<file path="src/rtl/led_status_driver.sv">
// Status LED blink-code generator (N blinks for one-hot mode N, then a dark gap)
// plus a pulse stretcher that makes short comm_active bursts visible on a second LED.
module led_status_driver #(
  parameter int MODE_WIDTH       = 4,
  parameter int SYS_FREQ_HZ      = 12_000_000,
  parameter int BLINK_ON_MS      = 200,
  parameter int BLINK_OFF_MS     = 200,
  parameter int GAP_MS           = 1_000,
  parameter int ACTIVITY_HOLD_MS = 50,
  parameter bit LEDS_ACTIVE_LOW  = 1'b0
) (
  input  logic                  sys_clk,
  input  logic                  rst,
  input  logic [MODE_WIDTH-1:0] mode_select,
  input  logic                  comm_active,
  output logic                  status_led,
  output logic                  activity_led
);

  localparam int TICKS_PER_MS = SYS_FREQ_HZ / 1_000;
  localparam int ON_COUNT     = BLINK_ON_MS * TICKS_PER_MS;
  localparam int OFF_COUNT    = BLINK_OFF_MS * TICKS_PER_MS;
  localparam int GAP_COUNT    = GAP_MS * TICKS_PER_MS;
  localparam int HOLD_COUNT   = ACTIVITY_HOLD_MS * TICKS_PER_MS;
  localparam int MAX_ONOFF    = (ON_COUNT > OFF_COUNT) ? ON_COUNT : OFF_COUNT;
  localparam int MAX_COUNT    = (MAX_ONOFF > GAP_COUNT) ? MAX_ONOFF : GAP_COUNT;
  localparam int TW           = (MAX_COUNT > 1) ? $clog2(MAX_COUNT) : 1;
  localparam int HW           = $clog2(HOLD_COUNT + 1);
  localparam int NW           = $clog2(MODE_WIDTH + 1);

  if (ON_COUNT < 1 || OFF_COUNT < 1 || GAP_COUNT < 1 || HOLD_COUNT < 1) begin : g_bad_counts
    $error("led_status_driver: every derived count must be >= 1");
  end

  typedef enum logic [1:0] {
    ST_GAP,
    ST_ON,
    ST_OFF,
    ST_SOLID
  } state_t;

  state_t                  state, state_n;
  logic [TW-1:0]           timer, timer_n;
  logic [NW-1:0]           blink_cnt, blink_cnt_n;
  logic [MODE_WIDTH-1:0]   mode_q;
  logic [NW-1:0]           ones, mode_n;
  logic                    mode_valid;
  logic                    mode_changed;
  logic                    status_on;
  logic [HW-1:0]           hold, hold_n;

  always_comb begin
    ones   = '0;
    mode_n = '0;
    for (int unsigned i = 0; i < MODE_WIDTH; i++) begin
      if (mode_select[i]) begin
        ones   = ones + NW'(1);
        mode_n = NW'(i + 1);
      end
    end
    mode_valid   = (ones == NW'(1));
    mode_changed = (mode_select != mode_q);
  end

  always_ff @(posedge sys_clk or posedge rst) begin
    if (rst) begin
      state      <= ST_GAP;
      timer      <= '0;
      blink_cnt  <= '0;
      mode_q     <= '0;
      status_led <= LEDS_ACTIVE_LOW;
    end else begin
      state      <= state_n;
      timer      <= timer_n;
      blink_cnt  <= blink_cnt_n;
      mode_q     <= mode_select;
      status_led <= status_on ^ LEDS_ACTIVE_LOW;
    end
  end

  // A mode change overrides whatever the sequencer was doing, so every new code starts with a full gap.
  always_comb begin
    state_n     = state;
    timer_n     = timer + TW'(1);
    blink_cnt_n = blink_cnt;
    if (mode_changed) begin
      state_n     = mode_valid ? ST_GAP : ST_SOLID;
      timer_n     = '0;
      blink_cnt_n = '0;
    end else begin
      case (state)
        ST_GAP: begin
          if (timer == TW'(GAP_COUNT - 1)) begin
            state_n     = ST_ON;
            timer_n     = '0;
            blink_cnt_n = NW'(1);
          end
        end
        ST_ON: begin
          if (timer == TW'(ON_COUNT - 1)) begin
            state_n = ST_OFF;
            timer_n = '0;
          end
        end
        ST_OFF: begin
          if (timer == TW'(OFF_COUNT - 1)) begin
            timer_n = '0;
            if (blink_cnt == mode_n) begin
              state_n     = ST_GAP;
              blink_cnt_n = '0;
            end else begin
              state_n     = ST_ON;
              blink_cnt_n = blink_cnt + NW'(1);
            end
          end
        end
        default: timer_n = '0;
      endcase
    end
  end

  // LED level is decoded from the next state so the registered output lines up with the state.
  always_comb begin
    status_on = (state_n == ST_ON) || (state_n == ST_SOLID);
  end

  always_comb begin
    if (comm_active)
      hold_n = HW'(HOLD_COUNT);
    else if (hold != '0)
      hold_n = hold - HW'(1);
    else
      hold_n = '0;
  end

  always_ff @(posedge sys_clk or posedge rst) begin
    if (rst) begin
      hold         <= '0;
      activity_led <= LEDS_ACTIVE_LOW;
    end else begin
      hold         <= hold_n;
      activity_led <= (hold_n != '0) ^ LEDS_ACTIVE_LOW;
    end
  end

endmodule

</file>
<file path="config.mk">
export PLATFORM = sky130hd
export DESIGN_NAME = led_status_driver
export DESIGN_NICKNAME = d
export VERILOG_FILES = /design/src/rtl/led_status_driver.sv
export SDC_FILE = /design/constraint.sdc
export NUM_CORES = 1
export LEC_CHECK = 0
export CORE_MARGIN = 3
export CORE_UTILIZATION = 55
export CTS_BUF_LIST = sky130_fd_sc_hd__clkbuf_8
export DETAILED_ROUTE_END_ITERATION = 10
export GPL_ROUTABILITY_DRIVEN = 0
export PLACE_DENSITY = 0.72
export REMOVE_ABC_BUFFERS = 1
export SETUP_SLACK_MARGIN = 0.1
export SYNTH_ARGS = -nofsm -noshare
export SYNTH_HDL_FRONTEND = slang
export SYNTH_SLANG_ARGS = --single-unit
</file>
<file path="constraint.sdc">
create_clock -name sys_clk -period 3.75 [get_ports sys_clk]
set_input_delay 0.375 -clock sys_clk [delete_from_list [all_inputs] [get_ports sys_clk]]
set_output_delay 0.375 -clock sys_clk [all_outputs]
set_load 0.01 [all_outputs]
</file>
Word-level counts from Yosys, hierarchy flattened --
Cells that the tools add are included.
Cells by class: add/subtract/negate cells 6, equality and inequality tests 11, mux-type cells 25, reductions and logical operators 7
Operators by type and width (count):
- 2-to-1 mux 24 bit | 3
- one-hot mux 24 bit (2 select lines) | 1
- 2-to-1 mux 20 bit | 2
- nonzero test 20 bit | 2
- 2-to-1 mux 3 bit | 9
- adder 24 x 1 -> 24 bit, second input constant | 1
- equality test 24 x 22 -> 1 bit, second input constant | 1
- equality test 24 bit, second input constant | 1
- subtractor 20 x 1 -> 20 bit, second input constant | 1
- adder 3 x 1 -> 3 bit, second input constant | 4
- 2-to-1 mux 2 bit | 6
- != test 3 bit, second input constant | 2
- one-hot mux 2 bit (3 select lines) | 1
- one-hot mux 3 bit (2 select lines) | 1
- equality test 2 x 1 -> 1 bit, second input constant | 2
- equality test 2 bit, second input constant | 2
- != test 4 bit | 1
- equality test 3 x 1 -> 1 bit, second input constant | 1
- equality test 3 bit | 1
- AND reduction 3 bit | 1
- nonzero test 3 bit | 1
- zero test 2 bit | 1
- 2-to-1 mux 1 bit | 2
- OR reduction 2 bit | 1
- logical OR 1 bit | 1
Storage, ports and cells: bits in registers 55, input port bits 7, output and inout bits 2, logic and storage cells 56

Longest topological paths before layout --
Gate-level depths: netlist (run 1).
depth in word-level cells 12, gate-level depth with buffers 9, gate-level depth less buffers 9

Worst setup path after synthesis (run 1) --
Ideal clock, no wire load.
path type flip-flop to flip-flop, start register hold[0], end register activity_led, setup time 0.138 ns, arrival 2.309 ns, required time 3.612 ns, path slack 1.302 ns, stages on the path, launching flop included 10, buffers on the path 0, period minus slack after synthesis 2.448 ns, cell sequence dfrtp_1 inv_1 ha_1 nor3b_1 nand3_1 nor4_1 mux2i_1 nor2_1 nor4_1 o211ai_1
On the way: longest elaborated chain between the ends 4, elaborated cells on any way between the ends 5, classes of those cells add/sub: 1; mux: 2; reduce/logical: 2
RTL lines:
- start: declaration | RTL line 50 | logic [HW-1:0] hold, hold_n;
- start signal: assignment | RTL line 141 | hold <= hold_n;
- subtractor 20 x 1 -> 20 bit or nonzero test 20 bit (tied branches) | RTL line 131, 130
- 2-to-1 mux 20 bit * | RTL line 130 | else if (hold != '0)
- 2-to-1 mux 20 bit * | RTL line 128 | if (comm_active)
- via hold_n[18] | RTL line 50
- nonzero test 20 bit * | RTL line 142 | activity_led <= (hold_n != '0) ^ LEDS_ACTIVE_LOW;
- end signal: assignment | RTL line 142
- end: declaration | RTL line 17 | output logic activity_led
Mark *: on every way through the listed nets, which the timed path passes. The rest lies on a longest branch. A chain may end at the register's enable or synchronous reset.

Final worst setup path (run 1) --
Same ends and word-level chain as after synthesis.

==> impl_metrics.py, run 1 <==
metrics = {
    "outcome": {
        "status": "completed",
    },
    "cells_and_area": {
        "antennaDiodeCount": 0,
        "area_growth_pct": 7.81,
        "stdcell_count": 400,
        "drive_above_1_share": 0.0727,
        "layout_commonest_cell": "nor2_1",
        "fin_nets": 347,
        "fillCellCount": 442,
        "final_cell_mix": "55 x nor2_1, 54 x dfrtp_1, 23 x xnor2_1",
        "final_area_um2": 3250,
    },
    "clock_network": {
        "clock-sinks": 54,
        "hold_buffers": 0,
        "clock_latency_ns": 0.30,
        "post_cts_buffers": 0,
        "tritoncts": "done",
        "cts_resized": 0,
        "numCtsBuffers": 5,
        "cts.clk_slew.worst_paths_ns": 0.10,
        "clock_path_buffers": 2,
        "root_buffer": "clkbuf_8",
        "htree_levels": 2,
    },
    "drt": {
        "firstDrtPassIters": 4,
        "vias_per_cell": 5.67,
        "drt_wl_total_mm": 5.70,
        "drt.antenna.violating_nets": 0,
        "avgRoutedWirePerCell_um": 14.3,
        "drc_errors": 0,
        "drt_iter0_drc": 106,
        "vias": 2269,
    },
    "setup_path": {
        "critPathRequiredTime_ns": 3.92,
        "arrival_ns": 3.06,
        "max_stage_delay_ns": 0.44,
        "cp_top_family": "simple AND/OR/NAND/NOR gates",
        "critical_path.slowest_cell": "nor3b_1",
        "worstPathCellList": "inv_1, ha_1, nor3b_1, nand3_1, nor4_1, mux2i_1, nor2_1, nor4_1, o211ai_1",
        "crit_fanout": 9,
        "path_class": "register to register",
        "critPathBufInv": 1,
        "start_kind": "register",
        "endpoint_kind": "register",
        "path_common_cell": "nor4_1",
    },
    "placement": {
        "dp_hpwl_mm": 4.00,
        "placed_cell_area_um2": 3150,
        "port_buffers": 8,
        "dp.cells": 392,
        "dp_slack_ns": 0.884,
    },
    "synth": {
        "synth_compound_area_frac": 0.0923,
        "synth_edf_count": 0,
        "yosysUniqueCellTypes": 49,
        "synthSimpleGateAreaFrac": 0.263,
        "synthAdderAreaFrac": 0.0457,
        "netlist.area_leader.share": 0.449,
        "yosys-top-cells-area": "dfrtp_1 45%, nor2_1 6.9%, xnor2_1 6.7%, xor2_1 5.2%, ha_1 4.6%",
        "syn-instance-count": 320,
        "synth.mux.area_fraction": 0.00333,
        "synth.avg_cell_area_um2": 9.41,
        "yosysTopAreaCell": "dfrtp_1",
        "netlist_area_um2": 3010,
        "synth_top_family_by_area": "simple AND/OR/NAND/NOR gates",
        "synthXorXnorAreaFrac": 0.119,
        "ys_ff_latch": 54,
        "yosysWarnings": 0,
        "synth_ff_type": "dfrtp_1",
        "synthArstFlopShare": 1.00,
        "yosysSeqAreaShare": 0.449,
    },
    "grt": {
        "gr-total-overflow": 0,
        "grt_use_total": 0.194,
        "grt_pass1_vias": 2203,
        "grt_max_degree": 41,
        "grt_antenna_before_repair": 0,
        "grt_first_pass_wirelength_mm": 9.81,
    },
    "sta": {
        "timing.hold.ws_ns": 0.514,
        "fin_skew_ns": 0.00511,
        "fin_crit_sh": 0.770,
        "fmaxAchievable_mhz": 346,
        "setup_slack_ns": 0.863,
        "finalHoldViolCount": 0,
        "drv_slew": 0,
        "finalCriticalPeriod_ns": 2.89,
        "max_slew.worst_pin.slew_ns": 0.825,
        "setup_viol": 0,
        "grt_setup_unrepaired": "no",
        "relSlewSlack": 0.449,
        "tns_ns": 0,
    },
    "floorplan": {
        "start_util": 0.578,
        "row_count": 26,
        "die_w_um": 80.0,
        "die-height_um": 80.0,
        "core_area_um2": 5200,
        "pin_count": 9,
        "dieArea_um2": 6400,
    },
    "power": {
        "power.static_leakage_nw": 1.26,
        "vdd_drop_max_mv": 0.238,
        "cellPowerDensity_nw_per_um2": 342,
    },
    "job": {
        "maxCapViolCount": 0,
    },
    "hold_path": {
        "hold_path_class": "register to register",
    },
}
## report_power, final
group          internal [W]  switching (W)
registers          0.000602      0.0000240
logic             0.0000629      0.0000823
clock network      0.000149       0.000189
total              0.000814       0.000295
## cell type report
type	count	area, um2	share of cell area
Multi-Input combinational cell	246	1580	0.485
Sequential cell	54	1350	0.416
Timing Repair Buffer	9	87.6	0.0270
Tap cell	70	87.6	0.0270
Clock buffer	6	82.6	0.0254
Inverter	13	48.8	0.0150
Clock inverter	2	12.5	0.00386
## cells in the mapped netlist (all sizes together), types with 2 or more instances
cell    number
and4         4
buf          2
nor4         4
a21oi       13
xor2        18
nand3       15
o21ai       10
nor2        55
xnor2       23
nor3        11
a211oi       2
or4          4
nand4        7
or3          4
dfrtp       54
nand2       19
ha          11
o211ai       2
inv         13
a41oi        2
or3b         2
nand2b       2
o31ai        3
nor4bb       2
nor3b        3
o21bai       4
and2         4
and3         3
or2          4
a211o        2
clkbuf       5
nor4b        4
## per-stage QoR
stage / util / power, W
6_report: 0.624 / 0.00111
3_3_place_gp: 0.605 / 0.000778
5_1_grt: 0.624 / 0.00117
4_1_cts: 0.624 / 0.00112
3_5_place_dp: 0.605 / 0.000782
2_1_floorplan: - / 0.000738
## per-layer routing
metal | vias up | part of all wire | GRT usage
li1 | 1128 | - | -
met5 | - | 0 | 0
met1 | 1098 | 0.49 | 0.261
met2 | 35 | 0.47 | 0.313
met3 | 8 | 0.024 | 0.0372
met4 | 0 | 0.014 | 0.0659
## worst paths after layout
check / cells after the start / slack, ns / end / startpoint
hold reg to reg: 1 / 0.51 / timer[0] / timer[0]
max in group asynchronous: 3 / 2.48 / timer[13] / rst
hold / removal: 1 / 0.51 / timer[0] / timer[0]
min in group asynchronous: 2 / 0.55 / mode_q[0] / rst
setup reg to reg: 9 / 0.86 / activity_led / hold[0]
setup / recovery: 9 / 0.86 / activity_led / hold[0]
## flip-flops by register name, summed over array words and instances, names as in the netlist, named ones only
signal and cells:
hold 20, timer 24, mode_q 4, activity_led 1
blink_cnt 3
## logic make-up after synthesis
kind of cell    count (synthesis)
compound gates                 43
xor+xnor                       41
fa+ha+maj                      11
buf+inv                        20
flops                          54
mux                             1
simple gates                  150
(Power assumes the default switching activity.)
==> inputs of run 2 (changes only) <==
clock period = 3 ns   (was 3.75 ns; I/O delays follow)
==> run 2 against run 1 <==
Effect of this change: sequential power up 25%; global-route usage up 0.073 points; critical path depth unchanged; setup slack worse by 0.41 ns; core utilization up 0.58 points; clock skew up 0.0035 ns; sequential share of layout area down 0.38 points; combinational power up 29%; flip-flop and latch count unchanged; cell count up 1.0%; critical path type unchanged; largest cell class unchanged.
==> impl_metrics.py, run 2 (synthesis results as in run 1) <==
metrics = {
    "grt": {
        "grt_antenna_before_repair": 0,
        "gr-total-overflow": 0,
        "grt_use_total": 0.194,
        "grt_pass1_vias": 2160,
        "grt_max_degree": 30,
        "grt_first_pass_wirelength_mm": 9.91,
    },
    "drt": {
        "vias_per_cell": 5.55,
        "avgRoutedWirePerCell_um": 13.7,
        "firstDrtPassIters": 4,
        "drt_iter0_drc": 101,
        "vias": 2242,
        "drt_wl_total_mm": 5.52,
        "drc_errors": 0,
        "drt.antenna.violating_nets": 0,
    },
    "sta": {
        "max_slew.worst_pin.slew_ns": 0.601,
        "tns_ns": 0,
        "grt_setup_unrepaired": "no",
        "setup_viol": 0,
        "finalHoldViolCount": 0,
        "fin_crit_sh": 0.850,
        "fmaxAchievable_mhz": 392,
        "fin_skew_ns": 0.00864,
        "relSlewSlack": 0.598,
        "setup_slack_ns": 0.449,
        "finalCriticalPeriod_ns": 2.55,
        "timing.hold.ws_ns": 0.382,
        "drv_slew": 0,
    },
    "setup_path": {
        "cp_top_family": "simple AND/OR/NAND/NOR gates",
        "r2r_slack_ns": 0.45,
        "setup.worst_path.start": "hold[0]",
        "endpoint_kind": "register",
        "critPathBufInv": 1,
        "worstPathCellList": "inv_1, ha_1, nor3b_1, nand3_1, nor4_1, mux2i_1, nor2_1, nor4_1, o211ai_1",
        "path_common_cell": "nor4_1",
        "arrival_ns": 2.72,
        "start_kind": "register",
        "max_stage_delay_ns": 0.42,
        "r2r-start": "hold[0]",
        "crit_fanout": 9,
        "path_class": "register to register",
        "rr_endpoint": "activity_led",
        "ff2ff_path_depth": 9,
        "critPathRequiredTime_ns": 3.17,
        "critical_path.slowest_cell": "dfrtp_1",
    },
    "cells_and_area": {
        "largest_register": "timer",
        "stdcell_count": 404,
        "final_cell_mix": "55 x nor2_1, 54 x dfrtp_1, 23 x xnor2_1",
        "seqCellArea_um2": 1350,
        "area_growth_pct": 8.81,
        "multi_input_area_um2": 1580,
        "fin_nets": 351,
        "fin_util": 0.629,
        "fillCellCount": 465,
        "reg_top3": "timer: 24 flops, hold: 20 flops, mode_q: 4 flops",
        "layout_commonest_cell": "nor2_1",
        "antennaDiodeCount": 0,
        "largest_register_ffs": 24,
        "drive_above_1_share": 0.0838,
    },
    "clock_network": {
        "cts_resized": 0,
        "clock_path_buffers": 2,
        "hold_buffers": 0,
        "tritoncts": "done",
        "clock-sinks": 54,
        "cts.clk_slew.worst_paths_ns": 0.10,
        "htree_levels": 2,
        "numCtsBuffers": 5,
        "root_buffer": "clkbuf_8",
        "post_cts_buffers": 0,
        "clock_latency_ns": 0.30,
    },
    "power": {
        "vdd_drop_max_mv": 0.255,
        "cellPowerDensity_nw_per_um2": 424,
        "power.static_leakage_nw": 1.27,
    },
    "outcome": {
        "status": "completed",
    },
    "floorplan": {
        "pin_count": 9,
        "row_count": 26,
        "die_w_um": 80.0,
        "start_util": 0.578,
        "dieArea_um2": 6400,
        "die-height_um": 80.0,
        "core_area_um2": 5200,
    },
    "placement": {
        "dp.cells": 396,
        "dp_slack_ns": 0.394,
        "port_buffers": 8,
        "dp_hpwl_mm": 4.05,
    },
    "hold_path": {
        "hold_path_class": "input port to asynchronous set/reset pin",
    },
    "job": {
        "maxCapViolCount": 0,
    },
}
==> run 2: cell count changes in the layout (fill, tap and decap cells not counted) <==
| cell | previous run | this run |
|---|---|---|
| buf_4 | 1 | 5 |
==> run 2: how the worst max path moves through the flow <==
stage,to,cells past startpoint,slack [ns]
CTS,activity_led,9,0.47
global placement,register,10,0.45
floorplan,activity_led,9,0.56
global route,activity_led,9,0.11
finish,activity_led,9,0.45
detailed placement,register,10,0.39
==> run 2: worst reg2reg max path: stages, from the launching register on <==
cell      delay, ns
dfrtp_1        0.42
inv_1          0.10
ha_1           0.23
nor3b_1        0.27
nand3_1        0.31
nor4_1         0.38
mux2i_1        0.22
nor2_1         0.07
nor4_1         0.30
o211ai_1       0.13
==> run 2: final cells by class <==
type / count / area share
multi-input combinational: 246 / 0.481
timing repair buffer: 13 / 0.0359
tap: 70 / 0.0267
clock buffer: 6 / 0.0252
clock inverter: 2 / 0.00382
sequential: 54 / 0.413
inverter: 13 / 0.0149
==> run 2: routing by layer <==
layer | vias up | routed length, um | global-route usage | part of all wire
li1 | 1137 | - | - | -
met1 | 1064 | 2760 | 0.267 | 0.50
met2 | 36 | 2520 | 0.312 | 0.46
met3 | 5 | 180 | 0.0406 | 0.033
met4 | 0 | 50 | 0.0507 | 0.0091
met5 | - | 0 | 0 | 0
==> run 2: power breakdown <==
| part | internal [W] | switching (W) | total, W |
|---|---|---|---|
| clock network | 0.000186 | 0.000234 | 0.000420 |
| registers | 0.000753 | 0.0000286 | 0.000781 |
| logic | 0.0000843 | 0.000103 | 0.000187 |
==> run 2: per-stage QoR <==
step | cell area [um2] | total power (W)
after floorplan | 2980 | 0.000923
after global placement | 3180 | 0.000979
after detailed placement | 3180 | 0.000985
after CTS | 3280 | 0.00141
after global routing | 3280 | 0.00147
final | 3280 | 0.00139
==> inputs of run 3 (changes only) <==
CELL_PAD_IN_SITES_DETAIL_PLACEMENT = 1   (was not set)
CELL_PAD_IN_SITES_GLOBAL_PLACEMENT = 1   (was not set)
CORE_UTILIZATION = 50   (was 55)
PLACE_DENSITY = not set   (was 0.72)
PLACE_DENSITY_LB_ADDON = 0.1   (was not set)
==> run 3 against run 2 <==
Effect of this change: critical path depth is 1 higher; first-iteration DRC count is 36% lower; setup slack worse by 0.049 ns; combinational power is 6% higher; non-clock buffer count stayed put; clock power is 1% lower; clock-buffer cell count stayed put; wire length is 22% higher; cell area is 0.53% higher; fmax is 1.9% lower; power is 0.45% higher; critical path type unchanged.
==> impl_metrics.py, run 3 (synthesis results as in run 1) <==
metrics = {
    "outcome": {
        "status": "completed",
    },
    "sta": {
        "setup_viol": 0,
        "finalHoldViolCount": 0,
        "drv_slew": 0,
        "max_slew.worst_pin.slew_ns": 0.466,
        "fin_crit_sh": 0.867,
        "fin_skew_ns": 0.0107,
        "tns_ns": 0,
        "finalCriticalPeriod_ns": 2.60,
        "fmaxAchievable_mhz": 385,
        "grt_setup_unrepaired": "no",
        "relSlewSlack": 0.687,
    },
    "cells_and_area": {
        "reg_top3": "timer: 24 flops, hold: 20 flops, mode_q: 4 flops",
        "largest_register": "timer",
        "final_area_um2": 3290,
        "antennaDiodeCount": 0,
        "area_growth_pct": 9.39,
        "fin_nets": 351,
        "stdcell_count": 406,
        "largest_register_ffs": 24,
        "drive_above_1_share": 0.0838,
        "layout_commonest_cell": "nor2_1",
        "final_cell_mix": "55 x nor2_1, 54 x dfrtp_1, 23 x xnor2_1",
    },
    "placement": {
        "placed_cell_area_um2": 3200,
        "dp_hpwl_mm": 4.98,
        "dp.cells": 398,
        "port_buffers": 8,
    },
    "drt": {
        "vias_per_cell": 5.89,
        "firstDrtPassIters": 4,
        "drc_errors": 0,
        "vias": 2393,
        "avgRoutedWirePerCell_um": 16.6,
        "drt_wl_total_mm": 6.75,
        "drt_iter0_drc": 65,
        "drt.antenna.violating_nets": 0,
    },
    "setup_path": {
        "arrival_ns": 2.76,
        "endpoint_kind": "register",
        "crit_fanout": 5,
        "start_kind": "register",
        "r2r-start": "hold[0]",
        "setup.worst_path.start": "hold[0]",
        "path_class": "register to register",
        "critPathRequiredTime_ns": 3.16,
    },
    "clock_network": {
        "tritoncts": "done",
        "post_cts_buffers": 0,
        "cts_resized": 0,
        "cts.clk_slew.worst_paths_ns": 0.09,
        "root_buffer": "clkbuf_8",
        "htree_levels": 2,
        "clock_path_buffers": 2,
        "clock-sinks": 54,
        "numCtsBuffers": 5,
        "clock_latency_ns": 0.30,
        "hold_buffers": 0,
    },
    "power": {
        "cellPowerDensity_nw_per_um2": 423,
        "vdd_drop_max_mv": 0.229,
        "power.static_leakage_nw": 1.28,
    },
    "floorplan": {
        "row_count": 27,
        "pin_count": 9,
        "die-height_um": 83.6,
        "start_util": 0.530,
        "die_w_um": 83.6,
        "core_area_um2": 5680,
        "dieArea_um2": 6990,
    },
    "grt": {
        "grt_first_pass_wirelength_mm": 12.1,
        "grt_use_total": 0.208,
        "grt_pass1_vias": 2494,
        "gr-total-overflow": 0,
        "grt_max_degree": 55,
        "grt_antenna_before_repair": 0,
    },
    "job": {
        "maxCapViolCount": 0,
    },
    "hold_path": {
        "hold_path_class": "input port to asynchronous set/reset pin",
    },
}
-- run 3: changes by cell type in the layout (fill, tap and decap cells not counted) --
cell and delta:
clkinvlp_4 -1, inv_1 +1, nor4_1 -1, buf_4 -1, buf_12 +1, nor4_2 +1
-- run 3: critical path, cell delays in order, from the launching register on --
cell and delay, ns:
dfrtp_1 0.43, inv_1 0.09, ha_1 0.22, nor3b_1 0.30, buf_4 0.19, nand2_1 0.08
nor2_1 0.16, xnor2_1 0.15, or3b_2 0.48, a211oi_2 0.25, o211ai_1 0.11
-- run 3: area by class of cell --
cell class,count,area [um2]
Clock buffer,6,82.6
Clock inverter,2,8.76
Fill cell,643,2380
Inverter,13,48.8
Multi-Input combinational cell,246,1580
Sequential cell,54,1350
Tap cell,72,90.1
Timing Repair Buffer,13,130
-- run 3: per-stage QoR --
step,power [W],worst slack [ns],hold slack [ns],util
2_1_floorplan,0.000923,0.563,0.331,-
3_3_place_gp,0.000985,0.476,0.488,0.563
3_5_place_dp,0.000997,0.310,0.504,0.563
4_1_cts,0.00141,0.402,0.367,0.579
5_1_grt,0.00148,0.123,0.385,0.580
6_report,0.00139,0.400,0.349,0.580
-- run 3: path summary, 6_finish.rpt --
check	slack [ns]	cells past startpoint	to
max reg2reg	0.40	10	activity_led
min	0.35	3	hold[1]
min in group sys_clk	0.52	1	timer[0]
max in group asynchronous	2.40	3	hold[2]
min reg2reg	0.52	1	timer[0]
max	0.40	10	activity_led
-- run 3: layer usage --
metal,vias up,track usage,wire (um)
met4,0,0.0526,79
met3,9,0.0346,173
met2,30,0.356,3420
met1,1218,0.275,3080
met5,-,0,0
li1,1136,-,-
-- run 3: power breakdown --
group	internal (W)	leakage, nW	switching (W)	total, W
clock	0.000183	0.0524	0.000230	0.000414
combinational	0.0000865	0.547	0.000112	0.000198
sequential	0.000753	0.685	0.0000300	0.000783
